==> src/rtl/adder_arbiter.sv <==
// Round-robin arbiter time-sharing one 8-bit + 4-bit adder among NREQ requesters.
// Optional macro ADDER_ARBITER_SAT_EN saturates the sum to 8'hFF on carry-out.
module adder_arbiter #(
    parameter int unsigned NREQ = 4,
    parameter int unsigned IDW  = 2
) (
    input  logic                clk,
    input  logic                rst,
    input  logic [NREQ-1:0]     req_valid,
    input  logic [8*NREQ-1:0]   req_a,
    input  logic [4*NREQ-1:0]   req_b,
    output logic [NREQ-1:0]     req_ready,
    output logic                res_valid,
    input  logic                res_ready,
    output logic [7:0]          res_sum,
    output logic                res_co,
    output logic [IDW-1:0]      res_id
);

    localparam int unsigned AW = 8;
    localparam int unsigned BW = 4;

    typedef enum logic [1:0] {
        IDLE = 2'd0,
        CALC = 2'd1,
        HOLD = 2'd2
    } state_e;

    state_e         state_q, state_d;
    logic [IDW-1:0] last_q, last_d;
    logic [IDW-1:0] id_q, id_d;
    logic [AW-1:0]  op_a_q, op_a_d;
    logic [BW-1:0]  op_b_q, op_b_d;
    logic           res_valid_q, res_valid_d;
    logic [AW-1:0]  res_sum_q, res_sum_d;
    logic           res_co_q, res_co_d;
    logic [IDW-1:0] res_id_q, res_id_d;

    logic [NREQ-1:0] grant_c;
    logic [IDW-1:0]  grant_idx_c;
    logic            grant_any_c;
    logic [AW-1:0]   grant_a_c;
    logic [BW-1:0]   grant_b_c;
    logic [31:0]     dist_c;
    logic [31:0]     best_dist_c;
    logic [AW:0]     add_c;
    logic [AW-1:0]   sum_c;

    // Pick the valid requester closest after last_q in rotation order.
    always_comb begin
        grant_c     = '0;
        grant_idx_c = '0;
        grant_a_c   = '0;
        grant_b_c   = '0;
        dist_c      = '0;
        best_dist_c = NREQ;
        for (int i = 0; i < int'(NREQ); i++) begin
            dist_c = (32'(i) + NREQ - 32'd1 - 32'(last_q)) % NREQ;
            if (req_valid[i] && (dist_c < best_dist_c)) begin
                best_dist_c = dist_c;
                grant_c     = '0;
                grant_c[i]  = 1'b1;
                grant_idx_c = IDW'(i);
                grant_a_c   = req_a[AW*i +: AW];
                grant_b_c   = req_b[BW*i +: BW];
            end
        end
        grant_any_c = (best_dist_c < NREQ);
    end

    assign add_c = {1'b0, op_a_q} + (AW+1)'(op_b_q);

`ifdef ADDER_ARBITER_SAT_EN
    assign sum_c = add_c[AW] ? {AW{1'b1}} : add_c[AW-1:0];
`else
    assign sum_c = add_c[AW-1:0];
`endif

    // Next-state and datapath update.
    always_comb begin
        state_d     = state_q;
        last_d      = last_q;
        id_d        = id_q;
        op_a_d      = op_a_q;
        op_b_d      = op_b_q;
        res_valid_d = res_valid_q;
        res_sum_d   = res_sum_q;
        res_co_d    = res_co_q;
        res_id_d    = res_id_q;
        case (state_q)
            IDLE: begin
                if (grant_any_c) begin
                    op_a_d  = grant_a_c;
                    op_b_d  = grant_b_c;
                    id_d    = grant_idx_c;
                    last_d  = grant_idx_c;
                    state_d = CALC;
                end
            end
            CALC: begin
                res_sum_d   = sum_c;
                res_co_d    = add_c[AW];
                res_id_d    = id_q;
                res_valid_d = 1'b1;
                state_d     = HOLD;
            end
            HOLD: begin
                if (res_ready) begin
                    res_valid_d = 1'b0;
                    state_d     = IDLE;
                end
            end
            default: begin
                state_d = IDLE;
            end
        endcase
    end

    always_ff @(posedge clk) begin
        if (rst) begin
            state_q     <= IDLE;
            last_q      <= IDW'(NREQ - 1);
            id_q        <= '0;
            op_a_q      <= '0;
            op_b_q      <= '0;
            res_valid_q <= 1'b0;
            res_sum_q   <= '0;
            res_co_q    <= 1'b0;
            res_id_q    <= '0;
        end else begin
            state_q     <= state_d;
            last_q      <= last_d;
            id_q        <= id_d;
            op_a_q      <= op_a_d;
            op_b_q      <= op_b_d;
            res_valid_q <= res_valid_d;
            res_sum_q   <= res_sum_d;
            res_co_q    <= res_co_d;
            res_id_q    <= res_id_d;
        end
    end

    // Grant is only offered while the adder is free.
    assign req_ready = (state_q == IDLE) ? grant_c : '0;
    assign res_valid = res_valid_q;
    assign res_sum   = res_sum_q;
    assign res_co    = res_co_q;
    assign res_id    = res_id_q;

endmodule

==> config.mk <==
export PLATFORM = sky130hd
export DESIGN_NAME = adder_arbiter
export DESIGN_NICKNAME = d
export VERILOG_FILES = /design/src/rtl/adder_arbiter.sv
export SDC_FILE = /design/constraint.sdc
export NUM_CORES = 1
export LEC_CHECK = 0
export ABC_CLOCK_PERIOD_IN_PS = 8700
export BUFFER_PORTS_ARGS = -buffer_cell sky130_fd_sc_hd__buf_2
export CAP_MARGIN = 25
export CORE_ASPECT_RATIO = 0.9
export CORE_MARGIN = 3
export CORE_UTILIZATION = 40
export CTS_BUF_LIST = sky130_fd_sc_hd__clkbuf_16
export CTS_CLUSTER_DIAMETER = 80
export DETAILED_ROUTE_END_ITERATION = 7
export GPL_TIMING_DRIVEN = 0
export PLACE_DENSITY = 0.65
export SYNTH_ARGS = -nofsm -noshare
export SYNTH_HDL_FRONTEND = slang
export SYNTH_SLANG_ARGS = --single-unit
==> constraint.sdc <==
create_clock -name clk -period 8.7 [get_ports clk]
set_input_delay 1.74 -clock clk [delete_from_list [all_inputs] [get_ports clk]]
set_output_delay 1.74 -clock clk [all_outputs]
set_load 0.02 [all_outputs]
### Word-level counts from Yosys, hierarchy flattened

Cells that the tools add are included.

| word-level totals | value |
|---|---|
| logic and storage cells | 57 |
| output and inout port bits | 16 |
| register bits | 30 |
| bits in latches | 0 |
| bits in writable memories | 0 |
| memory bits (read-only) | 0 |
| memories kept | 0 |
| input bits | 55 |

| cells by class | value |
|---|---|
| multiply operators | 0 |
| equality and inequality tests | 4 |
| reduce and logical (&&, ||, !) cells | 9 |
| shifts and indexed selects | 0 |
| add/subtract/negate cells | 5 |
| multiplexer cells | 25 |
| order comparisons | 5 |
| bitwise gates (word level) | 0 |
| div/mod/pow operators | 0 |

Operators by type and width:

| operator | number |
|---|---|
| $lt A2 B32 Y1 | 3 |
| $mux W32 | 3 |
| $lt A32 B3 Y1 const B | 1 |
| $mux W4 | 8 |
| $mux W8 | 4 |
| $add A8 B4 Y9 | 1 |
| $mux W2 | 4 |
| $pmux W2 S3 | 1 |
| $reduce_and A2 Y1 | 3 |
| $logic_and A1 B1 Y1 | 4 |
| $ne A2 B2 Y1 const B | 2 |
| $sub A1 B2 Y2 const A | 2 |
| $sub A2 B2 Y2 const A | 2 |
| $lt A2 B3 Y1 const B | 1 |
| $mux W1 | 3 |
| $mux W3 | 1 |
| $eq A2 B1 Y1 const B | 1 |
| $eq A2 B2 Y1 const B | 1 |
| $logic_not A2 Y1 | 1 |
| $pmux W1 S2 | 1 |
| $reduce_bool A2 Y1 | 1 |

### Logic depth before layout (Yosys ltp)

Gate-level depths: netlist of run 1.

| depth | value |
|---|---|
| depth in word-level cells | 16 |
| depth in mapped cells | 20 |
| depth with buffers taken out | 17 |

### Worst setup path after synthesis of run 1

No wires, ideal clock.

| timing path | value |
|---|---|
| kind | input port to output port |
| from | input port req_valid[0] |
| to | output port req_ready[1] |
| path buffers | 3 |
| required time | 6.960 ns |
| stages on the path | 18 |
| slack | 1.479 ns |
| data arrival time | 5.481 ns |
| cell sequence | nand2_1 > ha_1 > a21o_2 > a21oi_1 > buf_4 > nor2_1 > a21oi_1 > ha_1 > and4b_2 > a22oi_2 > buf_6 > mux2_2 > ha_1 > a21oi_1 > o21ai_0 > a41oi_4 > buf_6 > nor4_2 |

| on the way | value |
|---|---|
| cells in the longest elaborated chain, start to end | 12 |
| elaborated cells between the ends (all ways) | 14 |
| those cells by class | order compare (3); mux (7); reduce/logical (4) |

RTL lines:

| item | line | text |
|---|---|---|
| from (decl) | 9 | `input logic [NREQ-1:0] req_valid,` |
| $logic_and A1 B1 Y1 * | 59 | `if (req_valid[i] && (dist_c < best_dist_c)) begin` |
| $mux W3 * | 59 |  |
| $lt A2 B32 Y1 | 59 |  |
| $logic_and A1 B1 Y1 | 59 |  |
| $mux W32 | 59 |  |
| $lt A2 B32 Y1 | 59 |  |
| $logic_and A1 B1 Y1 | 59 |  |
| $mux W32 | 59 |  |
| $lt A2 B32 Y1 | 59 |  |
| $logic_and A1 B1 Y1 | 59 |  |
| $mux W4 * | 59 |  |
| $mux W4 * | 144 | `assign req_ready = (state_q == IDLE) ? grant_c : '0;` |
| to (decl) | 12 | `output logic [NREQ-1:0] req_ready,` |

Every way passes the cells marked *; elsewhere a longest branch is shown, timed or not.

### Final worst setup path of run 1

Same ends and word-level chain as after synthesis.

==> results of run 1 <==
## Yosys cell counts, drive strengths merged (3+ instances only)
cell type	number
a21oi	18
dfxtp	30
o21ai	26
ha	7
o21a	3
a32oi	12
nor3	3
clkbuf	3
inv	10
mux2i	12
a22o	12
buf	8
nor2	12
xnor2	3
nand2	18
## worst max-delay path, stage by stage
cell	delay, ps
buf_2	160
nand2_1	90
ha_1	290
a21o_2	230
a21oi_1	430
buf_4	280
nor2_1	50
a21oi_1	150
ha_1	190
and4b_2	230
a22oi_2	160
buf_6	190
mux2_2	350
ha_1	330
a21oi_1	80
o21ai_0	360
a41oi_4	110
buf_6	200
nor4_2	220
buf_2	210
## layer usage
metal	track usage	wire length, um	vias up
met5	0	0	-
met4	0.0415	45	0
met3	0.0503	233	5
met2	0.284	2090	45
met1	0.240	2230	800
li1	-	-	910
## how the worst max path moves through the flow
stage,start,endpoint,slack (ps),cells past startpoint
finish,req_valid[0],req_ready[1],910,20
global route,req_valid[0],req_ready[1],600,20
CTS,req_valid[0],req_ready[1],900,20
global placement,req_valid[0],req_ready[1],1010,20
detailed placement,req_valid[0],req_ready[1],920,20
floorplan,req_valid[0],req_ready[1],1480,18
## through the flow
stage	utilization	power, mW	cell area, sq um	std cells	setup slack (ps)
6_report	0.565	0.729	2390	341	910
5_1_grt	0.565	0.792	2390	341	596
4_1_cts	0.565	0.734	2390	341	904
3_5_place_dp	0.532	0.573	2260	333	922
3_3_place_gp	0.532	0.568	2260	333	1010
2_1_floorplan	-	0.486	1840	204	1480
## registers in the layout, indices dropped and copies added, names as in the netlist
signal,count
state_q,2
last_q,2
res_co,1
res_valid,1
res_id,2
op_b_q,4
op_a_q,8
res_sum,8
id_q,2
## logic make-up after synthesis
kind of cell	Yosys count
buffers and inverters	22
flip-flops	30
XOR/XNOR	4
adder cells (fa/ha/maj)	8
AND/OR/NAND/NOR	46
multiplexers	13
AO/OA/AOI/OAI	81
## power breakdown
part	total [mW]	switching (mW)	internal (mW)
sequential	0.210	0.0329	0.177
combinational	0.360	0.196	0.164
clock	0.159	0.0564	0.103
total	0.729	0.285	0.444
## layout make-up
| class | count | share of cell area |
|---|---|---|
| repair buffers | 69 | 0.144 |
| clock buffers | 5 | 0.0523 |
| inverters | 10 | 0.0157 |
| flip-flops and latches | 30 | 0.251 |
| plain buffers | 12 | 0.0434 |
| well taps | 60 | 0.0314 |
| clock inverters | 3 | 0.00470 |
| multi-input cells | 152 | 0.457 |
==> impl_metrics.json, run 1 <==
{
  "status": "complete, no violations",
  "final_layout_size_suffix_gt1_frac": 0.370,
  "synth_compound_area_frac": 0.317,
  "viasPerCell": 5.16,
  "r2r_setup_slack_ps": 3980,
  "cts_tree": "done",
  "drt_iter0_markers": 59,
  "post-dp-hpwl_mm": 3.61,
  "fp.dieW_um": 77.4,
  "worstPathArrival_ps": 6050,
  "clk_pin_slew_worst_paths_ps": 50,
  "initial_core_util": 0.433,
  "gp_congestion": 0.779,
  "ios": 71,
  "fin_crit_ps": 7790,
  "syn_nets": 267,
  "drc": 0,
  "worst_slew_pin_slew_ps": 495,
  "clock_path_buffers": 2,
  "setup_viol": 0,
  "rr_worst_depth": 19,
  "whs_ps": 448,
  "maxSlewViolCount": 0,
  "setup_tns_ps": 0,
  "synthArstFlopShare": 0,
  "track_usage": 0.179,
  "root_buffer": "clkbuf_16",
  "grt_max_degree": 11,
  "required_ps": 6960,
  "synth.distinct_cells": 47,
  "ys.flop_type": "dfxtp_1",
  "avgSynthCellArea_sq_um": 9.00,
  "slew_headroom": 0.670,
  "drtPass1Iterations": 4,
  "synth_mux_area_frac": 0.0715,
  "fin_crit_sh": 0.895,
  "fmax_mhz": 128,
  "holdCritStartpoint": "res_sum[3]",
  "wire_per_inst_um": 13.5,
  "overflow": 0,
  "cp_max_fo": 10,
  "most-common-layout-cells": "buf_2, dfxtp_1, nand2_1, a21oi_1, o21ai_0",
  "hold_path_class": "reg2reg",
  "hold_depth": 2,
  "fp.dieH_um": 70.3,
  "coreArea_sq_um": 4240,
  "synth-simple-area-share": 0.129,
  "hold_buffers": 0,
  "first_global_vias": 1689,
  "die-area_sq_um": 5440,
  "cts_resized": 0,
  "yosysTopAreaCellShare": 0.327,
  "whs_endpoint": "res_sum[3]",
  "powerDensity_nw_per_um2": 305,
  "area_growth_pct": 30.3,
  "synth-seq-area-share": 0.327,
  "nets": 343,
  "ant_nets": 0,
  "rsz0062_at_grt": "no",
  "peakVddDrop_mv": 0.116,
  "numCtsBuffers": 5,
  "synthTopCellsByArea": "dfxtp_1, mux2i_1, a32oi_1, a21oi_1, ha_1",
  "synth-adder-area-share": 0.0586,
  "path_class": "in2out",
  "grt_pass1_wl_mm": 7.86,
  "hold_viol": 0,
  "antenna_cells": 0,
  "worstSetupStartpointType": "input pin",
  "synth_xor_area_frac": 0.0191,
  "synth_area_sq_um": 1840,
  "ys_ff_latch": 30,
  "multiInputGateArea_sq_um": 1090,
  "p_leak_nw": 1.10,
  "fin_skew_ps": 2.02,
  "synth_cells": 204,
  "cap_violations": 0,
  "r2r_start": "last_q[0]",
  "port_buffers": 69,
  "post_cts_buffers": 0,
  "r2r_end": "op_b_q[1]",
  "cts.sinks": 30,
  "synth_top_family_by_area": "compound AO/OA/AOI/OAI gates",
  "rows": 22,
  "wl_mm": 4.60,
  "synth_edf_count": 0,
  "final_common_cell": "buf_2",
  "antenna_found_initial": 0,
  "yosysWarnings": 0,
  "n_fill_cell": 432,
  "h-tree-depth": 2,
  "dr_total_vias": 1760,
  "register_area_sq_um": 601,
  "end_kind": "output port",
  "yosys.area.top_type": "dfxtp_1",
  "clk_latency_ps": 270
}
(Power assumes the default switching activity.)
==> inputs of run 2 (changes only) <==
--- a/config.mk
+++ b/config.mk
@@ -5,6 +5,7 @@
 export SDC_FILE = /design/constraint.sdc
 export NUM_CORES = 1
 export LEC_CHECK = 0
+export ABC_AREA = 1
 export ABC_CLOCK_PERIOD_IN_PS = 8700
 export BUFFER_PORTS_ARGS = -buffer_cell sky130_fd_sc_hd__buf_2
 export CAP_MARGIN = 25
@@ -15,7 +16,7 @@
 export CTS_CLUSTER_DIAMETER = 80
 export DETAILED_ROUTE_END_ITERATION = 7
 export GPL_TIMING_DRIVEN = 0
-export PLACE_DENSITY = 0.65
+export PLACE_DENSITY = 0.64
 export SYNTH_ARGS = -nofsm -noshare
 export SYNTH_HDL_FRONTEND = slang
 export SYNTH_SLANG_ARGS = --single-unit
==> run 2 against run 1 <==
Compared with the run above: register-to-register slack gained 1400 ps; die area grew 5.4%; worst hold slack gained 13 ps; core utilization shrank 1.5 points; sequential cell count is the same; count of clock-buffer cells in the layout is the same; area after synthesis grew 5.9%; wire length grew 2.5%; first-iteration DRC count grew 64%; clock power is essentially flat; sequential power shrank 13%.
==> impl_metrics.json, run 2 <==
{
  "wire_per_inst_um": 10.6,
  "fp.dieW_um": 79.5,
  "coreArea_sq_um": 4580,
  "post-dp-hpwl_mm": 3.94,
  "avgSynthCellArea_sq_um": 6.42,
  "drtPass1Iterations": 4,
  "critPathLaunch": "req_valid[0]",
  "cp_max_fo": 10,
  "setup_tns_ps": 0,
  "fp.dieH_um": 72.2,
  "viasPerCell": 4.63,
  "synth_edf_count": 0,
  "netSwitchingFraction": 0.391,
  "synthTopCellsByArea": "dfxtp_1, nand2_1, nand3_1, inv_1, a21oi_1",
  "path_depth": 25,
  "end_kind": "output port",
  "nets": 443,
  "clk_latency_ps": 270,
  "p_int_mw": 0.375,
  "area_growth_pct": 29.3,
  "synth_top_family_by_area": "simple AND/OR/NAND/NOR gates",
  "antenna_found_initial": 0,
  "final_layout_size_suffix_gt1_frac": 0.268,
  "slowest_delay_ps": 290,
  "port_buffers": 70,
  "path_buf_inv": 4,
  "synth_mux_area_frac": 0,
  "initial_core_util": 0.425,
  "synth.most_common_cell": "nand2_1",
  "fmax_mhz": 154,
  "root_buffer": "clkbuf_16",
  "clk_pin_slew_worst_paths_ps": 50,
  "ys.flop_type": "dfxtp_1",
  "synthTopCellsByCount": "nand2_1, inv_1, nand3_1",
  "required_ps": 6960,
  "worstPathArrival_ps": 4760,
  "cp_common_cell": "nand2_1",
  "yosysTopAreaCellShare": 0.309,
  "pre_cts_ws_ps": 2180,
  "ys_ff_latch": 30,
  "most-common-layout-cells": "nand2_1, buf_2, inv_1",
  "synth_xor_area_frac": 0.0225,
  "path_class": "in2out",
  "switching_power_mw": 0.240,
  "rr_worst_depth": 23,
  "h-tree-depth": 2,
  "crit_family": "simple AND/OR/NAND/NOR gates",
  "gp_congestion": 0.812,
  "maxSlewViolCount": 0,
  "rows": 23,
  "synth_compound_area_frac": 0.113,
  "yosys.area.top_type": "dfxtp_1",
  "p_leak_nw": 1.35,
  "track_usage": 0.176,
  "status": "complete, no violations",
  "fin_crit_ps": 6500,
  "first_global_vias": 1984,
  "hold_viol": 0,
  "yosysWarnings": 0,
  "post_cts_buffers": 0,
  "cap_violations": 0,
  "setup_viol": 0,
  "overflow": 0,
  "syn_nets": 366,
  "worstSetupStartpointType": "input pin",
  "drt_iter0_markers": 97,
  "synth_cells": 303,
  "clock_path_buffers": 2,
  "synthArstFlopShare": 0,
  "hold_path_class": "reg2reg",
  "peakVddDrop_mv": 0.110,
  "grt_max_degree": 11,
  "holdCritStartpoint": "id_q[1]",
  "r2r_end": "op_a_q[4]",
  "worst_slew_pin_slew_ps": 488,
  "fin_crit_sh": 0.747,
  "numCtsBuffers": 5,
  "worst_slack_ps": 2200,
  "final_common_cell": "nand2_1",
  "die-area_sq_um": 5740,
  "antenna_cells": 0,
  "wl_mm": 4.71,
  "critical-path-slowest-cell": "ha_1",
  "fin_skew_ps": 5.30,
  "synth-simple-area-share": 0.365,
  "cts_resized": 0,
  "seqPwrFrac": 0.297,
  "r2r_start": "last_q[1]",
  "r2r_setup_slack_ps": 5420,
  "ios": 71,
  "powerDensity_nw_per_um2": 245,
  "crit_end": "req_ready[0]",
  "slew_headroom": 0.674,
  "ant_nets": 0,
  "dr_total_vias": 2050,
  "synth-seq-area-share": 0.309,
  "cts.sinks": 30,
  "hold_buffers": 0,
  "p_clk_frac": 0.261,
  "synth-adder-area-share": 0.0553,
  "drc": 0,
  "rsz0062_at_grt": "no",
  "synth_area_sq_um": 1950,
  "grt_pass1_wl_mm": 8.11,
  "cts_tree": "done",
  "combPwrFrac": 0.442,
  "synth.distinct_cells": 29
}
-- run 2: through the flow --
step | std cells | instance area, sq um | hold WS [ps] | util | power, mW
after floorplan | 303 | 1950 | 441 | - | 0.391
after global placement | 435 | 2370 | 452 | 0.519 | 0.457
after detailed placement | 435 | 2370 | 456 | 0.519 | 0.460
after CTS | 443 | 2510 | 464 | 0.550 | 0.623
after global routing | 443 | 2510 | 497 | 0.550 | 0.672
final | 443 | 2510 | 461 | 0.550 | 0.615
-- run 2: kinds of logic after synthesis --
kind of cell / count (synthesis)
buffers and inverters: 62
DFF: 30
and+or+nand+nor: 157
AOI/OAI and AO/OA: 41
xor gates and xnor gates: 5
adders and majority gates: 8
-- run 2: worst reg2reg max path: cells and delay by family, from the launching register on --
family	cells	cell delay, ps
AND/OR/NAND/NOR	16	1360
AO/OA/AOI/OAI	3	500
flip-flops	1	360
buffers and inverters	1	140
adder cells (fa/ha/maj)	3	840
-- run 2: layout make-up --
| type | instances | area, sq um |
|---|---|---|
| Multi-Input combinational cell | 211 | 1080 |
| Sequential cell | 30 | 601 |
| Buffer | 11 | 71.3 |
| Fill cell | 497 | 2060 |
| Clock buffer | 5 | 125 |
| Timing Repair Buffer | 70 | 350 |
| Tap cell | 62 | 77.6 |
| Inverter | 51 | 194 |
| Clock inverter | 3 | 16.3 |
-- run 2: routing by layer --
layer  global-route usage  part of all wire  vias to the layer above
li1                     -                 -                     1108
met2                0.297              0.47                       54
met3               0.0360             0.055                        7
met4               0.0553             0.010                        0
met1                0.225              0.46                      881
met5                    0                 0                        -
-- run 2: worst min-delay path by stage --
| stage | endpoint | slack [ps] | depth (start not counted) |
|---|---|---|---|
| 3_3_place_gp | id_q[1] | 450 | 2 |
| 4_1_cts | id_q[1] | 460 | 2 |
| 2_1_floorplan | id_q[0] | 440 | 2 |
| 3_5_place_dp | id_q[1] | 460 | 2 |
| 5_1_grt | op_a_q[3] | 500 | 2 |
| 6_report | id_q[1] | 460 | 2 |
-- run 2: power groups by stage --
stage               Clock (mW)  Combinational, mW  Sequential [mW]
finish                   0.161              0.272            0.183
floorplan                    0              0.202            0.189
global placement             0              0.272            0.185
detailed placement           0              0.275            0.186
CTS                      0.164              0.276            0.183
global route             0.171              0.315            0.186
==> inputs of run 3 (changes only) <==
--- a/config.mk
+++ b/config.mk
@@ -5,8 +5,8 @@
 export SDC_FILE = /design/constraint.sdc
 export NUM_CORES = 1
 export LEC_CHECK = 0
-export ABC_AREA = 1
-export ABC_CLOCK_PERIOD_IN_PS = 8700
+export ABC_AREA = 0
+export ABC_CLOCK_PERIOD_IN_PS = 6410
 export BUFFER_PORTS_ARGS = -buffer_cell sky130_fd_sc_hd__buf_2
 export CAP_MARGIN = 25
 export CORE_ASPECT_RATIO = 0.9
@@ -16,7 +16,7 @@
 export CTS_CLUSTER_DIAMETER = 80
 export DETAILED_ROUTE_END_ITERATION = 7
 export GPL_TIMING_DRIVEN = 0
-export PLACE_DENSITY = 0.64
+export PLACE_DENSITY = 0.65
 export SYNTH_ARGS = -nofsm -noshare
 export SYNTH_HDL_FRONTEND = slang
 export SYNTH_SLANG_ARGS = --single-unit
==> constraint.sdc (replaced) <==
create_clock -name clk -period 6.41 [get_ports clk]
set_input_delay 1.282 -clock clk [delete_from_list [all_inputs] [get_ports clk]]
set_output_delay 1.282 -clock clk [all_outputs]
set_load 0.02 [all_outputs]
==> run 3 against run 2 <==
Compared with the run above: design area shrank 1.4%; clock power up 34%; sequential cell count stayed put; power up 72%; combinational power grew 100%; worst hold slack got worse by 13 ps; sequential share of layout area is 0.35 points higher; register-to-register slack lost 3100 ps; global-route usage grew 0.47 points; wire length down 1.9%; critical path depth is 5 lower; largest power group unchanged.
==> impl_metrics.json, run 3 (synthesis gave the netlist of run 1 again) <==
{
  "status": "complete, no violations",
  "worstPathCellList": "clkbuf_4 > nand2_1 > ha_1 > a21o_2 > a21oi_4 > buf_6 > nor2_1 > a21oi_1 > ha_1 > and4b_2 > a22oi_2 > buf_6 > mux2_2 > ha_4 > a21oi_2 > o21ai_2 > a41oi_4 > buf_6 > nor4_2 > buf_4",
  "worstPathArrival_ps": 4840,
  "seqPwrFrac": 0.271,
  "r2r_setup_slack_ps": 2310,
  "cp_max_fo": 10,
  "fp.dieH_um": 70.3,
  "worstSetupStartpointType": "input pin",
  "hold_buffers": 0,
  "track_usage": 0.180,
  "dr_total_vias": 1786,
  "switching_power_mw": 0.406,
  "pre_cts_ws_ps": -452,
  "p_clk_frac": 0.205,
  "rr_worst_depth": 20,
  "initial_core_util": 0.433,
  "drc": 0,
  "gp_congestion": 0.779,
  "grt_max_degree": 11,
  "worst_slew_pin_slew_ps": 439,
  "fin_crit_sh": 0.955,
  "maxSlewViolCount": 0,
  "ant_nets": 0,
  "fp.dieW_um": 77.4,
  "post-dp-hpwl_mm": 3.61,
  "root_buffer": "clkbuf_16",
  "rows": 22,
  "cts.sinks": 30,
  "total_power_mw": 1.06,
  "instances_no_fill": 347,
  "most-common-layout-cells": "buf_2, dfxtp_1, nand2_1",
  "whs_ps": 448,
  "worst_slack_ps": 290,
  "r2r_end": "op_b_q[1]",
  "path_depth": 20,
  "clk_pin_slew_worst_paths_ps": 50,
  "viasPerCell": 5.15,
  "clk_latency_ps": 270,
  "coreArea_sq_um": 4240,
  "required_ps": 5130,
  "path_buf_inv": 5,
  "combPwrFrac": 0.524,
  "end_kind": "output port",
  "numCtsBuffers": 5,
  "cts_tree": "done",
  "grt_pass1_wl_mm": 7.94,
  "peakVddDrop_mv": 0.191,
  "setup_tns_ps": 0,
  "h-tree-depth": 2,
  "p_int_mw": 0.649,
  "port_buffers": 69,
  "area_growth_pct": 34.9,
  "crit_end": "req_ready[1]",
  "final_common_cell": "buf_2",
  "r2r_start": "last_q[0]",
  "overflow": 0,
  "drtPass1Iterations": 4,
  "critPathLaunch": "req_valid[0]",
  "slowest_delay_ps": 350,
  "fin_skew_ps": 1.73,
  "slew_headroom": 0.704,
  "placed_area_sq_um": 2260,
  "rsz0062_at_grt": "no",
  "n_fill_cell": 415,
  "wl_mm": 4.63,
  "nets": 349,
  "clock_path_buffers": 2,
  "first_global_vias": 1706,
  "netSwitchingFraction": 0.385,
  "hold_depth": 2,
  "utilization": 0.585,
  "antenna_found_initial": 0,
  "hold_viol": 0,
  "die-area_sq_um": 5440,
  "final_layout_size_suffix_gt1_frac": 0.397,
  "ios": 71,
  "fin_crit_ps": 6120,
  "cap_violations": 0,
  "path_class": "in2out",
  "drt_iter0_markers": 52,
  "crit_family": "compound AO/OA/AOI/OAI gates",
  "critical-path-slowest-cell": "mux2_2",
  "hold_path_class": "reg2reg",
  "p_leak_nw": 1.13,
  "final_area_sq_um": 2480,
  "cp_common_cell": "buf_6",
  "antenna_cells": 0,
  "wire_per_inst_um": 13.3,
  "powerDensity_nw_per_um2": 426,
  "setup_viol": 0,
  "fmax_mhz": 163,
  "numPlacedInstances": 333
}
==> run 3: worst min path at each step <==
stage	start	to	slack [ps]
2_1_floorplan	id_q[0]	res_id[0]	430
3_5_place_dp	res_sum[3]	res_sum[3]	440
3_3_place_gp	res_id[0]	res_id[0]	440
5_1_grt	res_id[0]	res_id[0]	470
4_1_cts	res_sum[3]	res_sum[3]	450
6_report	res_sum[3]	res_sum[3]	450
==> run 3: area by class of cell <==
cell class,count,area (sq um),share of cell area
clock buffers,5,125,0.0505
multi-input cells,152,1130,0.454
flip-flops and latches,30,601,0.242
plain buffers,12,108,0.0434
well taps,60,75.1,0.0303
repair buffers,75,395,0.160
clock inverters,3,11.3,0.00454
inverters,10,37.5,0.0151
==> run 3: timing repair <==
| item | 4_1_cts | 5_1_grt |
|---|---|---|
| setup endpoints to repair | 4 | 2 |
| gates cloned | 0 | 0 |
| gates resized for setup | 5 | 4 |
| pin swaps | 0 | 2 |
| buffers inserted | 1 | 5 |
==> run 3: worst min-delay path, cell delays in order, from the launching register on <==
cell	delay, ps
dfxtp_1	300
nand2_1	50
a21oi_1	50
==> run 3: power groups by stage <==
stage / Combinational (mW) / Clock [mW] / Sequential [mW]
detailed placement: 0.489 / 0 / 0.289
CTS: 0.510 / 0.220 / 0.286
floorplan: 0.371 / 0 / 0.289
global route: 0.622 / 0.232 / 0.295
finish: 0.553 / 0.216 / 0.286
global placement: 0.482 / 0 / 0.289
==> run 3: metal layers <==
layer / wire, um / track usage
met1: 2180 / 0.241
met3: 253 / 0.0503
met4: 45 / 0.0415
met2: 2140 / 0.289
met5: 0 / 0
